`src/rtl/ram_pkt_packer_if.sv`:
```
// Bus bundle for ram_pkt_packer: burst request, RAM read port, frame output and status.
// The packer connects through the slave modport; its user (and the RAM) through master.
interface ram_pkt_packer_if;
  logic        start;
  logic [7:0]  start_addr;
  logic [7:0]  count;
  logic        ram_rd_en;
  logic [7:0]  ram_rd_addr;
  logic [15:0] ram_rd_data;
  logic [31:0] data_out;
  logic        data_valid;
  logic        data_ready;
  logic        busy;
  logic        done;

  modport slave (
    input  start, start_addr, count, ram_rd_data, data_ready,
    output ram_rd_en, ram_rd_addr, data_out, data_valid, busy, done
  );

  modport master (
    output start, start_addr, count, ram_rd_data, data_ready,
    input  ram_rd_en, ram_rd_addr, data_out, data_valid, busy, done
  );
endinterface

```
`src/rtl/ram_pkt_packer.sv`:
```
// Reads a burst of 16-bit words from a synchronous RAM and emits one 32-bit frame
// per word as {data, address, nibble checksum, marker} over a valid/ready handshake.
module ram_pkt_packer #(
  parameter logic [3:0] MARKER = 4'hE
) (
  input logic            clk,
  input logic            reset,
  ram_pkt_packer_if.slave bus
);

  typedef enum logic [2:0] {
    IDLE = 3'd0,
    READ = 3'd1,
    CAPT = 3'd2,
    SEND = 3'd3,
    DONE = 3'd4
  } state_t;

  state_t      state;
  state_t      next_state;
  logic [7:0]  addr_q;
  logic [8:0]  remaining;
  logic [31:0] data_out_q;
  logic [3:0]  chk;

  logic rd_en;
  logic valid;
  logic busy_c;
  logic done_c;
  logic load;
  logic capture;
  logic handshake;

  // NOTE: sequential state uses non-blocking assignments so every register samples
  // pre-edge values regardless of block ordering.
  always_ff @(posedge clk or negedge reset) begin
    if (!reset) begin
      state <= IDLE;
    end else begin
      state <= next_state;
    end
  end

  // NOTE: every output of this block gets a default first, so no path leaves a
  // signal unassigned and no latch is inferred.
  always_comb begin
    next_state = state;
    rd_en      = 1'b0;
    valid      = 1'b0;
    busy_c     = 1'b1;
    done_c     = 1'b0;
    load       = 1'b0;
    capture    = 1'b0;
    handshake  = 1'b0;
    case (state)
      IDLE: begin
        busy_c = 1'b0;
        if (bus.start) begin
          load       = 1'b1;
          next_state = READ;
        end
      end
      READ: begin
        rd_en      = 1'b1;
        next_state = CAPT;
      end
      CAPT: begin
        capture    = 1'b1;
        next_state = SEND;
      end
      SEND: begin
        valid = 1'b1;
        if (bus.data_ready) begin
          handshake  = 1'b1;
          // remaining still holds the pre-handshake value here
          next_state = (remaining > 9'd1) ? READ : DONE;
        end
      end
      DONE: begin
        done_c     = 1'b1;
        next_state = IDLE;
      end
      default: next_state = IDLE;
    endcase
  end

  assign chk = bus.ram_rd_data[15:12] ^ bus.ram_rd_data[11:8] ^
               bus.ram_rd_data[7:4]   ^ bus.ram_rd_data[3:0]  ^
               addr_q[7:4]            ^ addr_q[3:0];

  always_ff @(posedge clk or negedge reset) begin
    if (!reset) begin
      addr_q     <= 8'h00;
      remaining  <= 9'd0;
      data_out_q <= 32'h0;
    end else begin
      if (load) begin
        addr_q    <= bus.start_addr;
        remaining <= (bus.count == 8'h00) ? 9'd256 : {1'b0, bus.count};
      end
      if (capture) begin
        data_out_q <= {bus.ram_rd_data, addr_q, chk, MARKER};
      end
      if (handshake) begin
        remaining <= remaining - 9'd1;
        addr_q    <= addr_q + 8'd1;  // wraps FF -> 00 naturally
      end
    end
  end

  assign bus.ram_rd_en   = rd_en;
  assign bus.ram_rd_addr = addr_q;
  assign bus.data_out    = data_out_q;
  assign bus.data_valid  = valid;
  assign bus.busy        = busy_c;
  assign bus.done        = done_c;

endmodule

```
`src/flat_wrapper.sv`:
```
// flat-port wrapper written by rule: the top's interface ports become plain ports
module ram_pkt_packer_flat 
#(
  parameter logic [3:0] MARKER = 4'hE
)
  (clk, reset, bus_start, bus_start_addr, bus_count, bus_ram_rd_data, bus_data_ready, bus_ram_rd_en, bus_ram_rd_addr, bus_data_out, bus_data_valid, bus_busy, bus_done);
  ram_pkt_packer_if bus_i ();
  input logic clk;
  input logic reset;
  input wire logic [$bits(bus_i.start)-1:0] bus_start;
  input wire logic [$bits(bus_i.start_addr)-1:0] bus_start_addr;
  input wire logic [$bits(bus_i.count)-1:0] bus_count;
  input wire logic [$bits(bus_i.ram_rd_data)-1:0] bus_ram_rd_data;
  input wire logic [$bits(bus_i.data_ready)-1:0] bus_data_ready;
  output wire logic [$bits(bus_i.ram_rd_en)-1:0] bus_ram_rd_en;
  output wire logic [$bits(bus_i.ram_rd_addr)-1:0] bus_ram_rd_addr;
  output wire logic [$bits(bus_i.data_out)-1:0] bus_data_out;
  output wire logic [$bits(bus_i.data_valid)-1:0] bus_data_valid;
  output wire logic [$bits(bus_i.busy)-1:0] bus_busy;
  output wire logic [$bits(bus_i.done)-1:0] bus_done;
  assign bus_i.start = bus_start;
  assign bus_i.start_addr = bus_start_addr;
  assign bus_i.count = bus_count;
  assign bus_i.ram_rd_data = bus_ram_rd_data;
  assign bus_i.data_ready = bus_data_ready;
  assign bus_ram_rd_en = bus_i.ram_rd_en;
  assign bus_ram_rd_addr = bus_i.ram_rd_addr;
  assign bus_data_out = bus_i.data_out;
  assign bus_data_valid = bus_i.data_valid;
  assign bus_busy = bus_i.busy;
  assign bus_done = bus_i.done;
  ram_pkt_packer #(.MARKER(MARKER)) u_core (.clk(clk), .reset(reset), .bus(bus_i));
endmodule
```
`config.mk`:
```
export PLATFORM = sky130hd
export DESIGN_NAME = ram_pkt_packer_flat
export DESIGN_NICKNAME = d
export VERILOG_FILES = /design/src/rtl/ram_pkt_packer_if.sv /design/src/rtl/ram_pkt_packer.sv /design/src/flat_wrapper.sv
export SDC_FILE = /design/constraint.sdc
export NUM_CORES = 1
export LEC_CHECK = 0
export CORE_ASPECT_RATIO = 1.75
export CORE_UTILIZATION = 30
export DETAILED_ROUTE_END_ITERATION = 16
export PLACE_DENSITY = 0.57
export SLEW_MARGIN = 20
export SYNTH_ARGS = -nofsm -noshare
export SYNTH_HDL_FRONTEND = slang
export SYNTH_SLANG_ARGS = --single-unit
export TNS_END_PERCENT = 10
```
`constraint.sdc`:
```
create_clock -name clk -period 2.82 [get_ports clk]
set_clock_uncertainty 0.1 [all_clocks]
set_input_delay 0.423 -clock clk [delete_from_list [all_inputs] [get_ports clk]]
set_output_delay 0.423 -clock clk [all_outputs]
set_load 0.02 [all_outputs]
```
==> summary.txt <==
Outcome: finished clean
Synth top area cells: dfrtp_1, mux2_2, xnor2_1
Mean area per synthesized cell: 11.1 µm²
Fin cells: 386
# IOs: 80
Port-buffer cells: 78
Largest net degree at the start of global routing: 34
Post-synth EDFFs: 0
Final #Nets: 335
Gpl congestion: 0.788
Overall global routing resource usage: 14.7%
Vias per inst: 5.12
R2R depth: 4
Critical Path AT: 1810 ps
DRT antenna net count: 0
Number of global-route vias before repair: 1,968
Post-synth net total: 259
Routed WL: 5.97 mm
GR Overflow Total: 0
Primary FF master, synth: dfrtp_1
F_max: 0.429 GHz
Place WS: 511 ps
Mapped Cells: 220
Placed instance count: 378
Layout Utilization: 43.4%
Synth-to-layout area growth: 40.5%
Final min period: 2330 ps
First-pass detailed-route iteration total: 4
Pwr Total: 3.92 mW
# rows: 43
CTS Buf Count: 5
CTS HTree Levels: 2
Fin Hold WS: 402 ps
Resized cells post-CTS: 0
Die Ht: 121 µm
Setup bufs post-CTS: 0
CP max FO: 11
Post-synthesis instance area: 0.00244 mm²
Post-synth top area share: 50.2%
First-pass GRT wire length: 9.81 mm
Fin area: 0.00343 mm²
Worst-skew pair later-pin latency: 290 ps
DRC: 0
CTS Hold Bufs: 1
First DRT Iteration DRCs: 75
Final Hold Fails: 0
Root Driver: clkbuf_16
Worst setup EP type: primary output
Core Footprint: 0.00791 mm²
Worst Hold Class: reg2reg
Worst Tran Pin Value: 566 ps
Tcrit/Tclk final: 82.6%
Crit path kind: reg2out
Post-synth top cells: dfrtp_1, mux2_2, xnor2_1, a21oi_1, nor2_1
Clk buf depth: 2
Post-synth cell types: 40
FF+latch count, synth: 49
Initial Utilization: 30.9%
DIE AREA: 0.00852 mm²
Die X: 70.2 µm
Lkg Pwr: 1.31 nW
Wire per inst: 15.5 µm
Max_slew headroom: 61.9%
Clock Sink Count: 49
Clock Pin Slew Worst Setup and Hold Paths: 60 ps
Max-cap violations: 0
Async SR Flop Fraction: 100%
Cell taking the most area after synthesis: dfrtp_1
Placed cell areas: 0.00328 mm²
Detailed Place HPWL: 4.49 mm
Slew Viols, Final: 0
Peak VDD IR: 0.296 mV
Seq/Total Area, Yosys: 50.2%
Setup slack after layout: 490 ps
TritonCTS clock tree: built
Syn. warnings: 0
Share of cells above drive strength 1: 15.2%
Critical Path RT: 2300 ps
Count leader, synth: dfrtp_1
Min-Delay Path Depth: 1
Sum of negative setup slack: 0 ps
Diode count: 0
PwrDens: 1140 mW/mm²
Total number of vias: 1,976
Nature of the critical path startpoint: flip-flop
RSZ-0062 raised after global routing: false
Initial antenna violation count: 0
Setup violators final: 0
where the power goes:
part	switching, mW	internal (mW)
clock	0.243	0.348
combinational	0.928	1.03
sequential	0.338	1.03
total	1.51	2.41
critical path, cell delays in order (launching register included):
cell,delay [ps]
dfrtp_1,570
inv_1,130
nor3_1,190
clkdlybuf4s50_1,630
flip-flops by register name (all words and copies together), names as in the netlist:
signal	cells
u_core.bus.data_out	29
u_core.remaining	9
u_core.bus.ram_rd_addr	8
u_core.state	3
layer usage:
layer | track usage (%) | vias to the layer above | routed length (µm)
met5 | 0 | - | 0
met4 | 5.88 | 0 | 102
met3 | 2.66 | 10 | 244
met2 | 27.3 | 58 | 3300
met1 | 16.1 | 967 | 2330
li1 | - | 941 | -
path summary, 6_finish.rpt:
path	startpoint	endpoint	slack [ps]
max	u_core.state[0]$_DFFE_PN0P_	bus_ram_rd_en	490
min	u_core.remaining[7]$_DFFE_PN0P_	u_core.remaining[7]$_DFFE_PN0P_	400
max reg2reg	u_core.state[2]$_DFFE_PN0P_	u_core.remaining[8]$_DFFE_PN0P_	830
min reg2reg	u_core.remaining[7]$_DFFE_PN0P_	u_core.remaining[7]$_DFFE_PN0P_	400
max in group asynchronous	reset	u_core.bus.data_out[24]$_DFFE_PN0P_	1500
min in group asynchronous	reset	u_core.bus.data_out[11]$_DFFE_PN0P_	520
cells in the final DEF, fill, tap and decap left out, types with 2 or more instances in the layout:
master            n
a31oi_1           4
nand4_1           5
nor2_1           14
inv_1             5
a211oi_1          2
o22ai_1           4
o221a_2           3
clkdlybuf4s50_1  77
o21ai_0           6
nor4_1            5
ha_1              3
mux2_2           24
xnor2_1          20
nor3b_1           2
a22oi_1           2
a21oi_1          14
nor3_1           10
buf_4             5
nand3_1           4
a311oi_1          2
nand2_1          11
clkbuf_16         5
dfrtp_1          49
cell families after synthesis:
group / Yosys count / synth area share, %
compound gates: 43 / 11.6
fa+ha+maj: 3 / 1.54
mux: 25 / 11.5
simple gates: 59 / 13.2
flops: 49 / 50.2
buf+inv: 20 / 4.71
xor+xnor: 20 / 7.17
other cells: 1 / 0.154
cell type report:
class	instances	area, µm²
tap	90	113
inverter	5	18.8
timing repair buffer	84	823
clock buffer	7	143
sequential	49	1230
multi-input combinational	151	1110
fill	747	4480
Note: power is estimated with default switching activity, not from simulation.
